===== src/rtl/lab_pkg.sv =====
// lab_pkg: shared screen geometry, circle command bundle and scheduler state encoding.
package lab_pkg;
   localparam int SCREEN_W = 160;
   localparam int SCREEN_H = 120;
   typedef enum logic [2:0] {IDLE, ISSUE, WAIT_DONE, RELEASE, GAP} sched_state_t;
   typedef struct packed {
      logic [7:0] centre_x;
      logic [6:0] centre_y;
      logic [7:0] radius;
      logic [2:0] colour;
   } circle_cmd_t;
endpackage


===== src/rtl/circle_draw_scheduler_rr_arbiter.sv =====
// rr_arbiter: combinational rotate-priority pick of the first request after last.
module rr_arbiter #(
   parameter int N = 2
) (
   input  logic [N-1:0]         req,
   input  logic [$clog2(N)-1:0] last,
   output logic                 gnt_valid,
   output logic [$clog2(N)-1:0] gnt_id
);
   localparam int IW = $clog2(N);
   logic [IW-1:0] idx;
   // walk downward so the nearest slot after last is the final write
   always_comb begin
      gnt_valid = 1'b0;
      gnt_id = '0;
      idx = '0;
      for (int k = N; k >= 1; k--) begin
         idx = IW'((int'(last) + k) % N);
         if (req[idx]) begin
            gnt_valid = 1'b1;
            gnt_id = idx;
         end
      end
   end
endmodule


===== src/rtl/circle_draw_scheduler.sv =====
// circle_draw_scheduler: shares one circle engine between N_REQ one-deep command slots.
module circle_draw_scheduler
   import lab_pkg::*;
#(
   parameter int N_REQ = 2,
   parameter int GAP_CYCLES = 4,
   parameter int TIMEOUT_CYCLES = 2**20
) (
   input  logic                     clk,
   input  logic                     rst_n,
   input  logic [N_REQ-1:0]         req_valid,
   output logic [N_REQ-1:0]         req_ready,
   input  logic [8*N_REQ-1:0]       req_centre_x,
   input  logic [7*N_REQ-1:0]       req_centre_y,
   input  logic [8*N_REQ-1:0]       req_radius,
   input  logic [3*N_REQ-1:0]       req_colour,
   output logic                     eng_start,
   input  logic                     eng_done,
   output logic [7:0]               eng_centre_x,
   output logic [6:0]               eng_centre_y,
   output logic [7:0]               eng_radius,
   output logic [2:0]               eng_colour,
   output logic                     cmpl_valid,
   output logic [$clog2(N_REQ)-1:0] cmpl_id,
   output logic                     cmpl_err,
   output logic                     busy,
   output logic                     err_timeout
);
   localparam int IW = $clog2(N_REQ);
   localparam int TW = $clog2(TIMEOUT_CYCLES);
   localparam int GW = GAP_CYCLES > 1 ? $clog2(GAP_CYCLES) : 1;
   sched_state_t state;
   circle_cmd_t slot [N_REQ];
   circle_cmd_t eng_cmd;
   logic [N_REQ-1:0] slot_full;
   logic [IW-1:0] last_grant, cur, gnt_id;
   logic gnt_valid, job_err, rel_done;
   logic [TW-1:0] wd_cnt;
   logic [GW-1:0] gap_cnt;
   assign req_ready = ~slot_full;
   assign busy = (state != IDLE) || (|slot_full);
   assign {eng_centre_x, eng_centre_y, eng_radius, eng_colour} = eng_cmd;
   // a timed-out engine may never drop done, so an errored job leaves without waiting
   assign rel_done = (state == RELEASE) && (job_err || !eng_done);
   rr_arbiter #(.N(N_REQ)) u_arb (
      .req(slot_full),
      .last(last_grant),
      .gnt_valid(gnt_valid),
      .gnt_id(gnt_id)
   );
   always_ff @(posedge clk or negedge rst_n) begin
      if (!rst_n) begin
         slot_full <= '0;
         slot <= '{default: '0};
      end else begin
         for (int i = 0; i < N_REQ; i++) begin
            if (req_valid[i] && !slot_full[i]) begin
               slot_full[i] <= 1'b1;
               slot[i] <= '{centre_x: req_centre_x[8*i +: 8], centre_y: req_centre_y[7*i +: 7],
                            radius: req_radius[8*i +: 8], colour: req_colour[3*i +: 3]};
            end else if (rel_done && cur == IW'(i)) begin
               slot_full[i] <= 1'b0;
            end
         end
      end
   end
   always_ff @(posedge clk or negedge rst_n) begin
      if (!rst_n) begin
         state <= IDLE;
         eng_start <= 1'b0;
         eng_cmd <= '0;
         cmpl_valid <= 1'b0;
         cmpl_id <= '0;
         cmpl_err <= 1'b0;
         err_timeout <= 1'b0;
         last_grant <= IW'(N_REQ - 1);
         cur <= '0;
         job_err <= 1'b0;
         wd_cnt <= '0;
         gap_cnt <= '0;
      end else begin
         cmpl_valid <= 1'b0;
         case (state)
            IDLE: if (gnt_valid) begin
               eng_cmd <= slot[gnt_id];
               eng_start <= 1'b1;
               cur <= gnt_id;
               last_grant <= gnt_id;
               job_err <= 1'b0;
               state <= ISSUE;
            end
            ISSUE: begin
               wd_cnt <= '0;
               state <= WAIT_DONE;
            end
            WAIT_DONE: if (eng_done) begin
               eng_start <= 1'b0;
               state <= RELEASE;
            end else if (wd_cnt == TW'(TIMEOUT_CYCLES - 1)) begin
               eng_start <= 1'b0;
               err_timeout <= 1'b1;
               job_err <= 1'b1;
               state <= RELEASE;
            end else begin
               wd_cnt <= wd_cnt + 1'b1;
            end
            RELEASE: if (rel_done) begin
               cmpl_valid <= 1'b1;
               cmpl_id <= cur;
               cmpl_err <= job_err;
               gap_cnt <= '0;
               state <= (GAP_CYCLES == 0) ? IDLE : GAP;
            end
            GAP: if (gap_cnt == GW'(GAP_CYCLES - 1)) state <= IDLE;
                 else gap_cnt <= gap_cnt + 1'b1;
            default: state <= IDLE;
         endcase
      end
   end
endmodule

===== config.mk =====
export PLATFORM = sky130hd
export DESIGN_NAME = circle_draw_scheduler
export DESIGN_NICKNAME = d
export VERILOG_FILES = /design/src/rtl/lab_pkg.sv /design/src/rtl/circle_draw_scheduler_rr_arbiter.sv /design/src/rtl/circle_draw_scheduler.sv
export SDC_FILE = /design/constraint.sdc
export NUM_CORES = 1
export LEC_CHECK = 0
export ABC_CLOCK_PERIOD_IN_PS = 2420
export CORE_MARGIN = 10
export CORE_UTILIZATION = 35
export CTS_CLUSTER_SIZE = 40
export DETAILED_ROUTE_END_ITERATION = 12
export GPL_ROUTABILITY_DRIVEN = 0
export SYNTH_ARGS = -nofsm -noshare
export SYNTH_HDL_FRONTEND = slang
export SYNTH_SLANG_ARGS = --single-unit

===== constraint.sdc =====
create_clock -name clk -period 2.42 [get_ports clk]
set_input_delay 0.242 -clock clk [delete_from_list [all_inputs] [get_ports clk]]
set_output_delay 0.242 -clock clk [all_outputs]
set_load 0.02 [all_outputs]

==> results.txt, run 1 <==
----------------------------------------------------
[Status]
  Result of the run ... complete, no violations

[Clock tree]
  CTS buffer count ... 17
  CTS HTree Levels ... 4
  Clock tree from TritonCTS ... done
  Cells resized by post-CTS repair ... 0
  Post-CTS setup buffer count ... 0
  Clock-pin slew of the registers on the worst-case setup and hold paths ... ~0.050 ns
  Clock tree buffer depth ... 2
  CTS Root Cell ... clkbuf_16
  Clock insertion delay at the later pin of the skew report ... 0.42 ns
  Clk sink count ... 113

[Routing]
  Routed wirelength normalized by instance count ... approximately 17 µm
  Total number of vias ... ~3,600
  First-pass iteration count of the detailed router ... 5
  Vias per Instance ... 5.03
  Final routed DRC violation total ... 0
  Total detailed-routing wirelength ... between 10 and 15 mm
  Initial DRC count ... 217
  ANT nets after route ... 0

[Setup path]
  Critical path peak fanout ... 10
  Type of element capturing the critical path ... output port
  Arrival time of data at the critical path endpoint ... approximately 2.0 ns
  Category of the worst setup path launch point ... flip-flop
  Crit path kind ... flip-flop to output port
  Req. time, crit path ... around 2.2 ns

[Floorplan]
  Cell row count ... 43
  Die Outline Area ... 0.0191 mm²
  Area of the placeable core ... 0.0138 mm²
  Width of the die ... 138 µm
  Initial core utilization ... roughly 35%
  Y dimension of the die ... roughly 140 µm
  Number of ports placed on the die boundary ... 91

[Finish]
  Area growth, synth to finish ... 38.1%
  Layout cell share with drive strength beyond 1 ... 21.1%
  Post-layout utilization of the core ... 49.0%
  Most common cell after layout, fill and taps aside ... dfrtp_1
  Most frequent cells in the layout ... dfrtp_1 (112), clkdlybuf4s50_1 (89), mux2_2 (52), nand2_1 (42), o21ai_0 (33)
  Number of diodes ... 0
  Final #Nets ... 578

[STA]
  Clock Skew ... 0.00975 ns
  Final Critical Period ... 2.25 ns
  Max-slew violation count ... 0
  Setup tns final ... 0 ns
  Max Fclk ... about 450 MHz
  Unrepaired setup endpoints after global routing ... no
  Fin crit share ... 92.8%
  Normalized max-slew margin ... 51.4%
  Final setup viols ... 0
  Measured slew at the worst slew-check pin ... 0.729 ns
  Fin. Hold Viols ... 0

[Power]
  Largest vdd supply drop ... 0.661 mV
  Total power per unit cell area ... between 1000 and 1500 mW/mm²
  Clk network pwr share ... between 20 and 30%
  Sequential Power Share ... around 36%
  Switching power as a share of total power ... 32.6%
  Lkg Pwr ... 2.90 nW
  Cell-internal power ... 5.97 mW
  Net switching power ... 2.88 mW
  Relative contribution of combinational cells to total power ... 34.6%

[Synthesis]
  Most used flip-flop cell after synthesis ... dfrtp_1
  Multiplexer area fraction after synthesis ... 17.3%
  Fraction of the yosys area taken by sequential cells ... between 50% and 60%
  Synthesized Nets ... 473
  Summed instance area of the synthesized netlist ... a little under 0.005 mm²
  Total of warnings raised by yosys ... 0
  Xor/xnor share of the synthesized area ... 0%
  Synth Register Bits ... approximately 110
  Gate Count Post-Synth ... 414
  Combinational family with the most area after synthesis ... multiplexers
  Number of enable-type register cells in the synthesized netlist ... 0
  Compound-cell area share of the yosys netlist ... 10.8%
  Number of distinct library cell variants in the gate-level netlist after synthesis ... between 40 and 50
  Adder-Cell Fraction of Synth Area ... 0.512%
  Simple-gate area share of the yosys netlist ... 10.8%
  Async SR Flop Fraction ... 100%
  Synth Area per Inst ... between 10 and 15 µm²

[Placement]
  Port buffer count ... 90
  Placed wire-length estimate ... 8.33 mm

[Flow run]
  Max Cap Violations ... 0

[Global routing]
  Pin count of the biggest net entering global routing ... 56
  Via count of the first global-routing pass ... around 4,000
  Gr ovfl total ... 0
  First-pass GRT wire length ... 20.3 mm
  Number of antenna violations at the first check in global routing ... 1
  Total GRT Usage ... 13.0%

[Hold path]
  Class of the tightest hold or removal check ... primary input to asynchronous set/reset pin

----------------------------------------------------
==> timing repair <==
item | 4_1_cts | 5_1_grt
endpoints found under the setup margin | 0 | 0
hold buffers | 1 | 0
hold endpoints to repair | 51 | 0
==> registers in the layout (all words and copies together) (netlist names) <==
| signal | flops |
|---|---|
| err_timeout | 1 |
| state | 3 |
| cmpl_id | 1 |
| eng_centre_y | 7 |
| eng_centre_x | 8 |
| job_err | 1 |
| cmpl_err | 1 |
| wd_cnt | 20 |
| eng_radius | 8 |
| cmpl_valid | 1 |
| cur | 1 |
| gap_cnt | 2 |
| eng_colour | 3 |
| last_grant | 1 |
| slot | 52 |
| slot_full | 2 |
| eng_start | 1 |
==> final cells by class <==
cell class | count | area, µm²
fillers | 1283 | 7020
well taps | 180 | 225
clock buffers | 20 | 447
clock inverters | 12 | 183
repair buffers | 106 | 1070
inverters | 11 | 41.3
multi-input cells | 270 | 1960
flip-flops and latches | 113 | 2830
==> power by group through the flow <==
stage | Clock, mW | Combinational (mW) | Sequential (mW)
CTS | 2.70 | 3.15 | 3.16
finish | 2.64 | 3.07 | 3.15
detailed placement | 0 | 3.13 | 3.17
global route | 2.79 | 3.42 | 3.26
floorplan | 0 | 1.76 | 3.28
global placement | 0 | 3.06 | 3.14
==> cells by family (layout without fill, tap and decap cells) <==
| logic type | count (synthesis) | after routing |
|---|---|---|
| flip-flops | 113 | 113 |
| AND/OR/NAND/NOR | 102 | 102 |
| AO/OA/AOI/OAI | 88 | 88 |
| multiplexers | 78 | 78 |
| buffers and inverters | 31 | 149 |
| adder cells (fa/ha/maj) | 2 | 2 |
==> critical path: stages, from the launching register on <==
cell             delay [ns]
dfrtp_1                0.39
buf_4                  0.17
nor3_1                 0.14
buf_4                  0.17
nand3_1                0.14
clkdlybuf4s50_1        0.57
==> final timing paths <==
kind / end / slack [ns] / cells past startpoint / start
worst max-delay path: busy / 0.17 / 5 / state[2]$_DFFE_PN0P_
worst min-delay path: eng_centre_x[2]$_DFFE_PN0P_ / 0.43 / 2 / rst_n
worst max register to register: wd_cnt[11]$_DFFE_PN0P_ / 0.35 / 6 / wd_cnt[0]$_DFFE_PN0P_
worst min register to register: wd_cnt[18]$_DFFE_PN0P_ / 0.48 / 1 / wd_cnt[18]$_DFFE_PN0P_
max in group asynchronous: slot[21]$_DFFE_PN0P_ / 1.29 / 3 / rst_n
min in group clk: slot[34]$_DFFE_PN0P_ / 0.43 / 2 / req_radius[5]
==> cell usage after synthesis, types with 2 or more instances <==
library cell | number | area, µm²
dfrtp_1 | 112 | 2800
mux2_2 | 52 | 586
nand2_1 | 42 | 158
o21ai_0 | 33 | 165
mux2i_1 | 26 | 260
a21oi_1 | 18 | 90.1
nor2_1 | 14 | 52.6
a31oi_1 | 12 | 75.1
inv_1 | 11 | 41.3
nand3_1 | 11 | 55.1
clkbuf_1 | 10 | 37.5
o21ai_1 | 8 | 40.0
buf_2 | 6 | 30.0
or3_1 | 6 | 37.5
a22o_1 | 4 | 35.0
nand2b_1 | 4 | 25.0
nand4_1 | 4 | 25.0
nor3_1 | 4 | 20.0
and3_1 | 3 | 18.8
and4_1 | 3 | 26.3
nor2b_1 | 3 | 18.8
a21o_1 | 2 | 15.0
buf_1 | 2 | 7.51
buf_4 | 2 | 15.0
ha_1 | 2 | 25.0
nand3b_1 | 2 | 15.0
nor4_2 | 2 | 25.0
==> stage by stage <==
| stage | hold slack (ns) | power, mW | cells | setup slack, ns | area [µm²] |
|---|---|---|---|---|---|
| 2_1_floorplan | -0.0536 | 5.04 | 414 | 0.462 | 4890 |
| 3_3_place_gp | 0.345 | 6.20 | 679 | 0.317 | 6110 |
| 3_5_place_dp | 0.349 | 6.31 | 679 | 0.303 | 6110 |
| 4_1_cts | 0.419 | 9.01 | 712 | 0.127 | 6750 |
| 5_1_grt | 0.418 | 9.47 | 712 | 0.0692 | 6750 |
| 6_report | 0.431 | 8.85 | 712 | 0.174 | 6750 |
==> layer usage <==
metal  track usage, %  routed length [µm]
met1             14.4                5020
met2             20.8                5820
met3             6.82                 950
met4             4.94                 202
met5                0                   0
(Power assumes the default switching activity.)
==> run 2: changes to the inputs <==
--- a/config.mk
+++ b/config.mk
@@ -5,7 +5,7 @@
 export SDC_FILE = /design/constraint.sdc
 export NUM_CORES = 1
 export LEC_CHECK = 0
-export ABC_CLOCK_PERIOD_IN_PS = 2420
+export ABC_CLOCK_PERIOD_IN_PS = 2250
 export CORE_MARGIN = 10
 export CORE_UTILIZATION = 35
 export CTS_CLUSTER_SIZE = 40
==> constraint.sdc (replaced) <==
create_clock -name clk -period 2.25 [get_ports clk]
set_input_delay 0.225 -clock clk [delete_from_list [all_inputs] [get_ports clk]]
set_output_delay 0.225 -clock clk [all_outputs]
set_load 0.02 [all_outputs]
==> results.txt, run 2 (synthesis gave the netlist of run 1 again) <==
----------------------------------------------------
[Setup path]
  FF-to-FF setup slack ... 0.22 ns (-0.13 ns)
  Req. time, crit path ... 2.54 ns (+0.36 ns)
  Type of element capturing the critical path ... flip-flop
  Worst reg-to-reg path cell count ... 7 (+1)
  Endpoint of the lowest-slack register-to-register path ... wd_cnt[7]$_DFFE_PN0P_
  Origin of the critical flop-to-flop path ... wd_cnt[0]$_DFFE_PN0P_
  Crit path kind ... flip-flop to flip-flop
  Worst setup path startpoint ... wd_cnt[0]$_DFFE_PN0P_
  Critical path peak fanout ... 7 (-3)
  Timing endpoint of the critical path ... wd_cnt[7]$_DFFE_PN0P_
  Category of the worst setup path launch point ... flip-flop
  Arrival time of data at the critical path endpoint ... 2.32 ns (+0.32 ns)

[Floorplan]
  Area of the placeable core ... 0.0138 mm² (unchanged)
  Initial core utilization ... 35.5% (unchanged)
  Width of the die ... 138 µm (unchanged)
  Cell row count ... 43 (unchanged)
  Y dimension of the die ... 138 µm (unchanged)
  Number of ports placed on the die boundary ... 91 (unchanged)
  Die Outline Area ... 0.0191 mm² (unchanged)

[Clock tree]
  Clock-pin slew of the registers on the worst-case setup and hold paths ... 0.06 ns (about the same)
  Clock tree from TritonCTS ... done
  CTS Root Cell ... clkbuf_16
  CTS buffer count ... 17 (unchanged)
  Clk sink count ... 113 (unchanged)
  Post-CTS setup buffer count ... 0 (unchanged)
  CTS HTree Levels ... 4 (unchanged)
  Clock tree buffer depth ... 2 (unchanged)
  Clock insertion delay at the later pin of the skew report ... 0.41 ns (about the same)

[Placement]
  Placed wire-length estimate ... 8.32 mm (-0.17%)
  Area after DPL ... 0.00613 mm² (+0.33%)
  Port buffer count ... 90 (unchanged)
  Worst Setup Slack post-DPL ... 0.179 ns (-0.124 ns)
  Number of cells in the design after placement ... 685 (+0.88%)

[Routing]
  Routed wirelength normalized by instance count ... 16.4 µm (-2.4%)
  Total detailed-routing wirelength ... 11.8 mm (-1.8%)
  First-pass iteration count of the detailed router ... 5 (unchanged)
  ANT nets after route ... 0 (unchanged)
  Final routed DRC violation total ... 0 (unchanged)
  Vias per Instance ... 4.96 (-1.3%)
  Initial DRC count ... 237 (+9.2%)
  Total number of vias ... 3,553 (-0.73%)

[Finish]
  Final #Nets ... 584 (+1.0%)
  Area growth, synth to finish ... 37.3%
  Most frequent cells in the layout ... dfrtp_1 (112), clkdlybuf4s50_1 (88), mux2_2 (52), nand2_1 (42), o21ai_0 (33)
  Most common cell after layout, fill and taps aside ... dfrtp_1
  Number of diodes ... 0 (unchanged)
  Max reg flops ... 52 (unchanged)
  Layout cell share with drive strength beyond 1 ... 21.8% (+0.78 points)
  Post-layout utilization of the core ... 48.7% (-0.27 points)
  Register with the most flip-flops ... slot
  Registers with the most flip-flops ... slot (52), wd_cnt (20)
  Filler-free cell count of the finished design ... 716 (+0.56%)
  Post-route cell area ... 0.00671 mm² (-0.56%)

[Global routing]
  Total GRT Usage ... 12.8% (-0.23 points)
  Gr ovfl total ... 0 (unchanged)
  Via count of the first global-routing pass ... 3,882 (-0.94%)
  Number of antenna violations at the first check in global routing ... 1 (unchanged)
  Pin count of the biggest net entering global routing ... 56 (unchanged)
  First-pass GRT wire length ... 19.8 mm (-2.5%)

[STA]
  Worst hold margin ... 0.387 ns (-0.0441 ns)
  Fin. Hold Viols ... 0 (unchanged)
  Clock Skew ... 0.00940 ns (-0.000344 ns)
  Setup slack after layout ... 0.223 ns (+0.0483 ns)
  Measured slew at the worst slew-check pin ... 0.624 ns (-0.104 ns)
  Final Critical Period ... 2.03 ns
  Max-slew violation count ... 0 (unchanged)
  Fin crit share ... between 90% and 100%
  Max Fclk ... 493 MHz
  Final setup viols ... 0 (unchanged)
  Unrepaired setup endpoints after global routing ... no
  Setup tns final ... 0 ns (unchanged)
  Normalized max-slew margin ... 58.4% (+6.9 points)

[Power]
  Tot Pwr ... 9.25 mW (+4.5%)
  Lkg Pwr ... 2.90 nW (+0.19%)
  Total power per unit cell area ... 1380 mW/mm² (+5.0%)
  Largest vdd supply drop ... 0.554 mV (-16%)

[Status]
  Result of the run ... complete, no violations

[Flow run]
  Max Cap Violations ... 0 (unchanged)

[Hold path]
  Class of the tightest hold or removal check ... primary input to asynchronous set/reset pin

----------------------------------------------------
## run 2: worst min-delay path by stage
stage / endpoint / slack (ns) / cells after the start
floorplan: cmpl_err$_DFFE_PN0P_ / -0.07 / 0
global placement: state[1]$_DFFE_PN0P_ / 0.29 / 1
detailed placement: gap_cnt[0]$_DFFE_PN0P_ / 0.29 / 1
CTS: slot_full[0]$_DFFE_PN0P_ / 0.41 / 2
global route: slot[19]$_DFFE_PN0P_ / 0.41 / 2
finish: slot[20]$_DFFE_PN0P_ / 0.39 / 2
## run 2: final cells by class
type | instances | area (µm²)
tap | 180 | 225
clock buffer | 20 | 457
timing repair buffer | 112 | 1090
sequential | 113 | 2830
multi-input combinational | 270 | 1960
inverter | 11 | 41.3
fill | 1288 | 7060
clock inverter | 10 | 113
## run 2: metal layers
metal	GRT usage (%)	vias to the layer above	routed length, µm
li1	-	1710	-
met1	13.7	1749	4990
met2	21.4	82	5720
met3	6.51	12	943
met4	4.22	0	119
met5	0	-	0
## run 2: report_power, final
part	total [mW]	switching, mW	leakage (nW)	internal [mW]
logic	3.31	1.64	1.22	1.67
clock network	2.56	0.892	0.277	1.67
registers	3.38	0.514	1.41	2.87
## run 2: critical path: stages (launching register included)
cell     delay (ns)
dfrtp_1        0.41
ha_1           0.21
nand3_1        0.12
buf_4          0.18
nor4_2         0.36
o21ai_1        0.21
buf_4          0.20
a32o_1         0.21
## run 2: what timing repair did
action / CTS / global route
hold buffers: 1 / 0
setup endpoints to repair: 0 / 1
hold endpoints to repair: 42 / 0
resized for setup: 0 / 1
==> edit (flow settings as in run 2) <==
The 5 states of `sched_state_t` get a Gray code encoding in 3 bits.
--- a/src/rtl/lab_pkg.sv
+++ b/src/rtl/lab_pkg.sv
@@ -3,5 +3,5 @@
    localparam int SCREEN_W = 160;
    localparam int SCREEN_H = 120;
-   typedef enum logic [2:0] {IDLE, ISSUE, WAIT_DONE, RELEASE, GAP} sched_state_t;
+   typedef enum logic [2:0] {IDLE = 3'b000, ISSUE = 3'b001, WAIT_DONE = 3'b011, RELEASE = 3'b010, GAP = 3'b110} sched_state_t;
    typedef struct packed {
       logic [7:0] centre_x;
Behaviour: same outputs for any inputs over 10 cycles, from zero or initial values and one cycle with rst_n low; not proved beyond that.
==> edit against run 2 <==
Area after synthesis rose by 1.2%. Total power rose by 2.8%. Final area rose by 0.56%. Wire length rose by 3.1%. Register-to-register slack got worse by 60 ps. Sequential cell count did not move. Synthesized cell count rose by 2.2%. Worst setup slack got worse by 69 ps.
==> edit: results (changes against run 2) <==
metric;value;unit;change
DR vias;3667;;+3.2%
post-CTS sizing;0;;unchanged
slew margin rel.;59.3;%;+0.92 points
H-tree depth;4;;unchanged
Final Skew;7.76;ps;-1.64 ps
cts hold-fix bufs;1;;unchanged
total of warnings raised by yosys;0;;unchanged
first-pass GRT wire length;20300;um;+2.8%
Worst path slowest cell;clkdlybuf4s50_1;;
status;completed;;
leading cell types by total area after synthesis;dfrtp_1, mux2_2, mux2i_1, a21oi_1, nor2_1;;
Cell variety after synth;50;;+16%
Seq/Total Area, Yosys;57.2;%;-0.67 points
Max Root-Sink Buffers;2;;unchanged
CP endpoint;busy;;
placed insts;686;;+0.15%
ys async rst share;100;%;unchanged
R2R Setup Slk;160;ps;-60 ps
Reg2Reg Launch Point;wd_cnt[17];;
met2 wire length;5550;um;-3.1%
Max stage delay on crit path;570;ps;+160 ps
Reg2Reg Depth;5;;-2
vias per std cell;5.10;;+2.8%
met1 wire length;5160;um;+3.4%
WP data arrival;1870;ps;-450 ps
WL/cell;16.9;um;+2.7%
TritonCTS Buffers;17;;unchanged
vias in the first global route;3925;;+1.1%
fraction of layout cells with a size suffix above 1;20.6;%;-1.2 points
Antenna diodes;0;;unchanged
DP HPWL;8300;um;-0.18%
sequential cell fraction of total power;36.5;%;about the same
All-Layer GR Usage;13.0;%;+0.20 points
most instantiated cells after synthesis;dfrtp_1, mux2_2, nor2_1;;
highest routed layer;met5;;
Static Leak;2.83;nW;-2.6%
largest register by flop count;slot;;
worst setup path start;state[1];;
VDD IR-drop max;0.861;mV;+56%
Initial DRC Count;299;;+26%
sw frac;33.2;%;+0.23 points
Setup Buffers After CTS;0;;unchanged
Met3 Wirelength;1220;um;+29%
initial antenna violation count;1;;unchanged
FF-to-FF End;wd_cnt[9];;
Regs by FF count;slot: 52 flops, wd_cnt: 20 flops;;
Comb power frac;36.2;%;+0.4 points
Syn Area/Cell;11.7;sq um;-0.98%
Synth Net Count;482;;+1.9%
largest net degree at the start of global routing;50;;-11%
Layout Nets;585;;+0.17%
CP Max Fanout;12;;+5
-- edit: cell types whose count changed in the layout (fill, tap and decap cells not counted), sizes merged, moves of 4 or more --
cell   change
a21oi     +18
a22o       -4
and2       +4
buf        -7
nand2     -14
nor2      +25
o21ai     -24
or3        -6
-- edit: layout make-up --
cell class	count	area [sq um]
Fill cell	1263	7130
Sequential cell	113	2830
Multi-Input combinational cell	280	2010
Timing Repair Buffer	105	1080
Clock buffer	22	464
Tap cell	180	225
Clock inverter	10	110
Inverter	9	33.8
-- edit: per-layer routing --
layer  GRT usage (%)  vias to the layer above
met5               0                        -
met4            5.66                        2
met3            7.05                       22
met2            19.8                      128
met1            14.7                     1778
li1                -                     1737
-- edit: cell families (layout without fill, tap and decap cells) --
logic type                 count (synthesis)  in the layout  synth area share (%)
DFF                                      113            113                  57.2
buffers and inverters                     30            146                  2.68
AOI/OAI and AO/OA                         89             89                  11.5
adders and majority gates                  2              2                 0.506
muxes                                     79             79                  17.3
and+or+nand+nor                          110            110                  10.9
-- edit: through the flow --
step	cell area [sq um]	hold WS [ps]	worst slack [ps]	power, mW
floorplan	4950	-70.6	481	5.58
global placement	6160	279	283	6.87
detailed placement	6160	270	251	6.98
CTS	6750	403	70.2	9.62
global route	6750	404	39.9	10.1
finish	6750	396	154	9.51
-- edit: worst min-delay path by stage --
stage	cells after the start	endpoint	slack, ps
floorplan	0	cmpl_err	-70
global placement	1	cmpl_id	280
detailed placement	1	gap_cnt[1]	270
CTS	3	slot_full[0]	400
global route	2	slot[41]	400
finish	2	slot[48]	400
-- edit: critical path, delay by kind of cell, from the launching register on --
| family | cells | cell delay (ps) |
|---|---|---|
| flops | 1 | 500 |
| simple gates | 2 | 380 |
| buf+inv | 1 | 570 |
